File: src/rtl/mem_copy_pkg.sv
// Shared definitions for the block-copy controller: FSM state encoding and
// per-word cycle cost.
package mem_copy_pkg;

    typedef enum logic [2:0] {
        ST_IDLE  = 3'd0,
        ST_READ  = 3'd1,
        ST_WAIT  = 3'd2,
        ST_WRITE = 3'd3,
        ST_DONE  = 3'd4
    } state_t;

    localparam int CYCLES_PER_WORD = 3;

endpackage

File: src/rtl/mem_copy_ctrl.sv
// Forward block-copy bus master for a registered-read byte memory.
// Optional running checksum of copied words enabled by `MEM_COPY_CHECKSUM_EN.
module mem_copy_ctrl
    import mem_copy_pkg::*;
#(
    parameter int width    = 8,
    parameter int addrSize = 8
) (
    input  logic                clk,
    input  logic                rst,
    input  logic                start,
    input  logic [addrSize-1:0] srcAddr,
    input  logic [addrSize-1:0] dstAddr,
    input  logic [addrSize-1:0] len,
    output logic                busy,
    output logic                done,
    output logic [addrSize-1:0] memAddr,
    output logic                memWrite,
    output logic [width-1:0]    memWrData,
    input  logic [width-1:0]    memRdData,
    output logic [width-1:0]    checksum
);

    state_t              state_q, state_d;
    logic [addrSize-1:0] src_q, src_d;
    logic [addrSize-1:0] dst_q, dst_d;
    logic [addrSize-1:0] len_q, len_d;
    logic [addrSize-1:0] idx_q, idx_d;
    logic [width-1:0]    data_q, data_d;
    logic [addrSize-1:0] mem_addr_q, mem_addr_d;
    logic                mem_write_q, mem_write_d;
    logic                busy_q, busy_d;
    logic                done_q, done_d;

`ifdef MEM_COPY_CHECKSUM_EN
    logic [width-1:0]    chk_q, chk_d;
    assign checksum = chk_q;
`else
    assign checksum = '0;
`endif

    always_comb begin
        state_d = state_q;
        src_d   = src_q;
        dst_d   = dst_q;
        len_d   = len_q;
        idx_d   = idx_q;
        data_d  = data_q;
`ifdef MEM_COPY_CHECKSUM_EN
        chk_d   = chk_q;
`endif
        case (state_q)
            ST_IDLE: begin
                if (start) begin
                    if (len != '0) begin
                        src_d   = srcAddr;
                        dst_d   = dstAddr;
                        len_d   = len;
                        idx_d   = '0;
`ifdef MEM_COPY_CHECKSUM_EN
                        chk_d   = '0;
`endif
                        state_d = ST_READ;
                    end else begin
                        state_d = ST_DONE;
                    end
                end
            end
            ST_READ:  state_d = ST_WAIT;
            ST_WAIT: begin
                // Memory read data is valid here, one cycle after the address.
                data_d  = memRdData;
                state_d = ST_WRITE;
            end
            ST_WRITE: begin
                idx_d   = idx_q + 1'b1;
`ifdef MEM_COPY_CHECKSUM_EN
                chk_d   = chk_q + data_q;
`endif
                state_d = ((idx_q + 1'b1) == len_q) ? ST_DONE : ST_READ;
            end
            ST_DONE:  state_d = ST_IDLE;
            default:  state_d = ST_IDLE;
        endcase

        // Outputs are decoded from the next state so they register with it.
        busy_d      = (state_d != ST_IDLE);
        done_d      = (state_d == ST_DONE);
        mem_write_d = (state_d == ST_WRITE);
        mem_addr_d  = mem_addr_q;
        if (state_d == ST_READ || state_d == ST_WAIT) begin
            mem_addr_d = src_d + idx_d;
        end else if (state_d == ST_WRITE) begin
            mem_addr_d = dst_d + idx_d;
        end
    end

    always_ff @(posedge clk or posedge rst) begin
        if (rst) begin
            state_q     <= ST_IDLE;
            src_q       <= '0;
            dst_q       <= '0;
            len_q       <= '0;
            idx_q       <= '0;
            data_q      <= '0;
            mem_addr_q  <= '0;
            mem_write_q <= 1'b0;
            busy_q      <= 1'b0;
            done_q      <= 1'b0;
`ifdef MEM_COPY_CHECKSUM_EN
            chk_q       <= '0;
`endif
        end else begin
            state_q     <= state_d;
            src_q       <= src_d;
            dst_q       <= dst_d;
            len_q       <= len_d;
            idx_q       <= idx_d;
            data_q      <= data_d;
            mem_addr_q  <= mem_addr_d;
            mem_write_q <= mem_write_d;
            busy_q      <= busy_d;
            done_q      <= done_d;
`ifdef MEM_COPY_CHECKSUM_EN
            chk_q       <= chk_d;
`endif
        end
    end

    assign busy      = busy_q;
    assign done      = done_q;
    assign memAddr   = mem_addr_q;
    assign memWrite  = mem_write_q;
    assign memWrData = data_q;

endmodule

File: config.mk
export PLATFORM = sky130hd
export DESIGN_NAME = mem_copy_ctrl
export DESIGN_NICKNAME = d
export VERILOG_FILES = /design/src/rtl/mem_copy_pkg.sv /design/src/rtl/mem_copy_ctrl.sv
export SDC_FILE = /design/constraint.sdc
export NUM_CORES = 1
export LEC_CHECK = 0
export BUFFER_PORTS_ARGS = -buffer_cell sky130_fd_sc_hd__buf_2
export CAP_MARGIN = 20
export CORE_UTILIZATION = 30
export CTS_CLUSTER_DIAMETER = 30
export DETAILED_ROUTE_END_ITERATION = 7
export GPL_TIMING_DRIVEN = 0
export PLACE_DENSITY_LB_ADDON = 0.05
export RECOVER_POWER = 100
export SKIP_CTS_REPAIR_TIMING = 1
export SYNTH_ARGS = -nofsm -noshare
export SYNTH_HDL_FRONTEND = slang
export SYNTH_SLANG_ARGS = --single-unit
File: constraint.sdc
create_clock -name clk -period 5.8 [get_ports clk]
set_input_delay 1.16 -clock clk [delete_from_list [all_inputs] [get_ports clk]]
set_output_delay 1.16 -clock clk [all_outputs]
set_load 0.005 [all_outputs]
**After elaboration in Yosys (flattened, before gate mapping)**

Index checks and enable logic that the tools add are counted.

- Register bits: 54
- Input bits: 35
- Logic and storage cells: 42
- Output and inout bits: 27

- $add $sub $neg: 3
- Eq/ne operators: 8
- Reduce and logical (&&, ||, !) cells: 6
- Muxes and demuxes: 15

Operators with widths:

| operator | count |
|---|---|
| $mux 8 | 10 |
| $add 8x8->8 | 2 |
| $pmux 8 s2 | 1 |
| $eq 3x2->1 const B | 4 |
| $pmux 3 s4 | 1 |
| $mux 3 | 3 |
| $add 8x1->8 const B | 1 |
| $eq 8x8->1 | 1 |
| $reduce_bool 8->1 | 1 |
| $eq 3x1->1 const B | 2 |
| $eq 3x3->1 const B | 1 |
| $logic_not 3->1 | 1 |
| $reduce_and 3->1 | 1 |
| $reduce_bool 3->1 | 1 |
| $reduce_bool 2->1 | 1 |
| $logic_or 1x1->1 | 1 |

**Depth between registers and ports, before layout**

Gate-level depths: netlist of run 1.

- Word-level depth: 7
- Gate-level depth with buffers: 16
- Mapped depth without buffers: 15

**Least setup slack after synthesis of run 1**

OpenSTA, ideal clock, no wires.

- Path type: input port to flip-flop
- Start point: input port start
- End point: register mem_addr_q[7], in the netlist memAddr[7]
- Data arrival time: 4.315 ns
- Stages on the path: 13
- Setup slack: 1.360 ns
- Buffers on the path: 2
- Cells stage by stage: or4b_1 a21oi_1 buf_2 buf_4 mux2_2 mux2_2 ha_1 a21o_1 nand4_1 nand3_1 o41ai_1 xnor3_1 mux2_2

- Longest elaborated chain between the ends: 5
- Elaborated cells on any way between the ends: 17
- Those cells by class: add/sub (2); eq/ne (3); mux (10); reduce/logical (2)

Ends and longest elaborated chain:

| element | RTL line | RTL |
|---|---|---|
| from (decl) | mem_copy_ctrl.sv:11 | `input logic start,` |
| $mux 8 | mem_copy_ctrl.sv:54 | `if (start) begin` |
| $mux 8 | mem_copy_ctrl.sv:52 | `case (state_q)` |
| net dst_d[1] | mem_copy_ctrl.sv:26 | `logic [addrSize-1:0] dst_q, dst_d;` |
| $add 8x8->8 | mem_copy_ctrl.sv:94 | `mem_addr_d = dst_d + idx_d;` |
| $mux 8 | mem_copy_ctrl.sv:93 | `end else if (state_d == ST_WRITE) begin` |
| $mux 8 | mem_copy_ctrl.sv:91 | `if (state_d == ST_READ \|\| state_d == ST_WAIT) begin` |
| to (signal assigned) | mem_copy_ctrl.sv:120 | `mem_addr_q <= mem_addr_d;` |
| to (decl) | mem_copy_ctrl.sv:30 | `logic [addrSize-1:0] mem_addr_q, mem_addr_d;` |

The timed path passes the listed nets, and every way through them passes these cells. The select of a mux whose other input is x is not followed.
A chain may end at the register's enable or synchronous reset.

**Final worst setup path of run 1**

Ends and elaborated chain as after synthesis.

==> flow_summary.ini, run 1 <==
[outcome]
status = finished with violations
violations = capacitance limit, slew limit

[synthesis]
synth_top_flop_cell = dfrtp_1
yosysWarnings = 0
synth-edff-count = 0
seq_area_frac_synth = 0.477
synthCells = 231
synth.avg_cell_area_sq_um = 12.3
synth_top_area_cell = dfrtp_1
synthArstFlopShare = 1.00
netlist.area_leader.share = 0.477
synth_area_leaders = dfrtp_1 48%, mux2_2 19%, xnor2_1 3.7%
synthesis.area_sq_um = 2840
ys_types = 46
synth-seq-cells = 54

[place]
gp_congestion = 0.710
dp_hpwl_um = 4470
io_buffers = 53
dpl-instance-area_sq_um = 3290

[finish]
fill_cells = 949
layout-drive-gt1-share = 0.387
final_area_sq_um = 3350
n_antenna_cell = 0
layout_common_cells = 54 x dfrtp_1, 49 x buf_2, 42 x mux2_2
multi_input_area_sq_um = 1390
mostFrequentLayoutCell = dfrtp_1
syn_to_final_growth_pct = 18.0
final_nets = 343
register_area_sq_um = 1350
final_util = 0.364

[grt]
grt_pass1_vias = 1952
grt_overflow_total = 0
grt_pass1_wl_um = 9790
antenna_found_initial = 0
track_usage = 0.129
grt_start_max_net_pins = 34

[timing]
worst_slew_margin_rel = -0.242
final.setup.tns_ns = 0
finalCritPeriodShare = 0.891
hold_violations = 0
skew_ns = 0.00728
grt_setup_unrepaired = no
setup_viol = 0
min_period_ns = 5.17
hold_ws_ns = 0.487
drv_slew = 34
worstMarginPinSlew_ns = 1.86
max_freq_ghz = 0.194

[worst_setup_path]
r2r_start = state_q[2]
critPathLaunch = start
timing.rr.end = memAddr[7]
endpoint = memAddr[7]
path_max_fanout = 10
ff2ff_path_depth = 14
critical_path_class = input pin to flop
worst_setup_path_start_kind = input pin
cp.required_ns = 6.00
cp-end-kind = flop
cp_data_arrival_time_ns = 5.36
r2r_slack_ns = 0.95

[power_and_ir_drop]
internal-power_w = 0.00117
power_density_nw_per_um2 = 541
swShare = 0.356
leakage_nw = 1.51
clkPwrFrac = 0.124
finalPower_w = 0.00181
ir_drop_mv = 0.180
p_comb_frac = 0.511
seqPwrFrac = 0.365
p_switching_w = 0.000644

[route]
wirelength_um = 6000
first_pass_iters = 4
drc = 0
drtIter0Drc = 36
ant_nets = 0
via_count = 1936
avgRoutedWirePerCell_um = 14.6
post_drt_via_cell_ratio = 4.71

[cts]
cts_inserted_buffers = 5
cts_sinks = 54
clkTransAtPathRegs_ns = 0.10
cts-root-buf = clkbuf_8
clock_latency_ns = 0.31
cts_tree = yes
cts_max_level = 2
cts_buffer_depth = 2

[worst_hold_path]
hp-class = flop to flop
min_from = src_q[0]

[floorplan]
dieArea_sq_um = 9840
die_h_um = 99.2
row_count = 35
initial_core_util = 0.308
num_io_pins = 62
core_area_sq_um = 9200
die_w_um = 99.2

[flow_run]
drv_cap = 1
[power by group through the flow]
stage,Clock (W),Sequential (W),Combinational (W)
floorplan,0,0.000653,0.000736
global placement,0,0.000667,0.000951
global route,0.000246,0.000686,0.00103
CTS,0.000234,0.000665,0.000963
detailed placement,0,0.000673,0.000961
finish,0.000224,0.000660,0.000925
[per-stage QoR]
step / instances / setup WS [ns]
2_1_floorplan: 238 / 1.36
3_3_place_gp: 402 / 0.443
3_5_place_dp: 403 / 0.411
4_1_cts: 411 / 0.734
5_1_grt: 411 / 0.280
6_report: 411 / 0.632
[Yosys cell counts (all sizes together), types with 2 or more instances]
library cell / number
dfrtp: 54
mux2: 48
buf: 14
nor2: 14
xnor2: 12
ha: 8
nand2: 8
o21ai: 8
a21oi: 7
and3: 4
nand3: 4
clkbuf: 3
inv: 3
nand4: 3
nor3: 3
xor2: 3
a21o: 2
a311oi: 2
nand2b: 2
nand3b: 2
nor2b: 2
nor4: 2
o21a: 2
o21bai: 2
o31ai: 2
o41ai: 2
xnor3: 2
[worst max-delay path, cell delays in order]
cell and delay [ns]:
clkbuf_1 0.15, or4b_1 0.45, a21oi_1 0.22, clkbuf_1 0.53, buf_4 0.34, mux2_2 0.37
mux2_2 0.29, ha_1 0.30, a21o_1 0.18, nand4_1 0.09, nand3_1 0.10, o41ai_1 0.48
xnor3_1 0.41, mux2_2 0.27
[worst min-delay path by stage]
stage	endpoint	slack (ns)	cells after the start
floorplan	src_q[0]	0.47	1
global placement	src_q[5]	0.48	1
detailed placement	src_q[5]	0.48	1
CTS	src_q[0]	0.51	1
global route	dst_q[4]	0.52	1
finish	src_q[0]	0.49	1
[metal layers]
metal,vias up,track usage,wire length [um]
met1,946,0.162,2810
met5,-,0,0
met3,5,0.0267,225
met4,0,0.0373,55
met2,39,0.223,2900
li1,946,-,-
[registers in the layout (all words and copies together), names as in the netlist]
register and cells:
len_q 8, memWrData 8, idx_q 8, busy 1, done 1, src_q 8, memWrite 1, memAddr 8
dst_q 8, state_q 3
[layout make-up]
| class | count | share of cell area |
|---|---|---|
| timing repair buffer | 54 | 0.0781 |
| sequential | 54 | 0.404 |
| clock inverter | 1 | 0.00150 |
| multi-input combinational | 164 | 0.414 |
| clock buffer | 7 | 0.0258 |
| tap | 111 | 0.0415 |
| inverter | 3 | 0.00336 |
| buffer | 17 | 0.0321 |
[logic make-up after synthesis]
group,Yosys count,share of synthesized area
flip-flops,54,0.477
multiplexers,48,0.191
AND/OR/NAND/NOR,47,0.0905
AO/OA/AOI/OAI,35,0.0940
buffers and inverters,20,0.0424
XOR/XNOR,17,0.0622
adder cells (fa/ha/maj),9,0.0424
other,1,0.00132
Power figures use the tool's default switching activity.
==> inputs of run 2 (changes only) <==
--- a/config.mk
+++ b/config.mk
@@ -7,6 +7,7 @@
 export LEC_CHECK = 0
 export BUFFER_PORTS_ARGS = -buffer_cell sky130_fd_sc_hd__buf_2
 export CAP_MARGIN = 20
+export CORE_MARGIN = 3
 export CORE_UTILIZATION = 30
 export CTS_CLUSTER_DIAMETER = 30
 export DETAILED_ROUTE_END_ITERATION = 7
==> run 2 against run 1 <==
  * The run still ends with capacitance limit, slew limit left
  * Routed wire length up 1.2%
  * Fmax up 0.58%
  * Via count down 0.21%
  * Die area up 8.2%
  * Flip-flop and latch count unchanged
  * Non-clock buffer count unchanged
  * Final area up 0.34%
  * Critical path depth unchanged
  * Final cell count down 0.73%
  * Highest routed layer unchanged
==> flow_summary.ini, run 2 (synthesized netlist as in run 1, its figures left out) <==
[route]
drc = 0
wirelength_um = 6060
drtIter0Drc = 36
first_pass_iters = 4
wl_met2_um = 2870
avgRoutedWirePerCell_um = 14.9
post_drt_via_cell_ratio = 4.74
via_count = 1932
ant_nets = 0
m1WireLength_um = 2940
wl_met3_um = 211
top_layer = met4

[timing]
hold_violations = 0
worst_slew_margin_rel = -0.450
skew_ns = 0.00743
setup_viol = 0
final.setup.tns_ns = 0
drv_slew = 39
worstMarginPinSlew_ns = 2.17
worst_slack_ns = 0.662
max_freq_ghz = 0.195
min_period_ns = 5.14
finalCritPeriodShare = 0.886
grt_setup_unrepaired = no

[floorplan]
row_count = 34
core_area_sq_um = 8930
num_io_pins = 62
die_w_um = 103
initial_core_util = 0.317
dieArea_sq_um = 10700
die_h_um = 103

[cts]
cts_max_level = 2
clock_latency_ns = 0.31
cts_tree = yes
cts_inserted_buffers = 5
cts_buffer_depth = 2
cts-root-buf = clkbuf_8
clkTransAtPathRegs_ns = 0.10
cts_sinks = 54

[grt]
grt_pass1_vias = 2068
grt_start_max_net_pins = 39
grt_pass1_wl_um = 10400
track_usage = 0.126
antenna_found_initial = 0
grt_overflow_total = 0

[finish]
register_area_sq_um = 1350
mostFrequentLayoutCell = dfrtp_1
layout_common_cells = 54 x dfrtp_1, 45 x buf_2, 40 x mux2_2
multi_input_area_sq_um = 1380
final_nets = 343
syn_to_final_growth_pct = 18.4
n_antenna_cell = 0
fill_cells = 934
layout-drive-gt1-share = 0.367

[outcome]
violations = capacitance limit, slew limit
status = finished with violations

[power_and_ir_drop]
ir_drop_mv = 0.181
power_density_nw_per_um2 = 550
finalPower_w = 0.00185
leakage_nw = 1.51

[worst_setup_path]
critical_path_class = input pin to flop
cp.required_ns = 6.00
cp_data_arrival_time_ns = 5.34
timing.rr.end = memAddr[7]
r2r_start = state_q[2]
ff2ff_path_depth = 14
cp-end-kind = flop
path_max_fanout = 10
worst_setup_path_start_kind = input pin
r2r_slack_ns = 0.98

[place]
io_buffers = 53
dp_hpwl_um = 4540
preCtsSetupSlack_ns = 0.413
gp_congestion = 0.732

[worst_hold_path]
hp-class = flop to flop
min_path_cells = 1
min_from = src_q[5]
min_to = src_q[5]

[flow_run]
drv_cap = 1
-- run 2: area by class of cell --
| cell class | instances | share of cell area |
|---|---|---|
| sequential | 54 | 0.402 |
| tap | 108 | 0.0402 |
| multi-input combinational | 164 | 0.412 |
| clock buffer | 5 | 0.0205 |
| clock inverter | 3 | 0.0130 |
| buffer | 17 | 0.0320 |
| timing repair buffer | 54 | 0.0764 |
| inverter | 3 | 0.00335 |
-- run 2: worst max-delay path: stages --
cell and delay, ns:
clkbuf_1 0.14, or4b_1 0.44, a21oi_1 0.22, buf_2 0.34
buf_4 0.29, clkbuf_1 0.50, o21ai_0 0.33, ha_1 0.35
a21o_1 0.18, nand4_1 0.09, nand3_1 0.09, o41ai_1 0.50
xnor3_1 0.42, mux2_2 0.27
-- run 2: power by group --
group          total [W]  switching, W  internal (W)
logic           0.000926      0.000418      0.000509
clock network   0.000261      0.000131      0.000130
registers       0.000659      0.000102      0.000556
total            0.00185      0.000651       0.00119
-- run 2: worst max path at each step --
stage / start / to
CTS: len[4] / memAddr[7]
finish: start / memAddr[7]
detailed placement: len[4] / memAddr[7]
global route: start / memAddr[7]
floorplan: start / memAddr[7]
global placement: len[4] / memAddr[7]
-- run 2: stage by stage --
step	area, sq um	hold WS [ns]	std cells	util
after floorplan	2860	0.468	238	-
after global placement	3260	0.479	399	0.365
after detailed placement	3280	0.485	400	0.367
after CTS	3390	0.508	408	0.380
after global routing	3360	0.521	408	0.376
final	3360	0.486	408	0.376
-- run 2: layer usage --
metal | vias up | track usage
met5 | - | 0
met4 | 0 | 0.0269
met3 | 4 | 0.0282
met2 | 40 | 0.204
met1 | 934 | 0.173
li1 | 954 | -
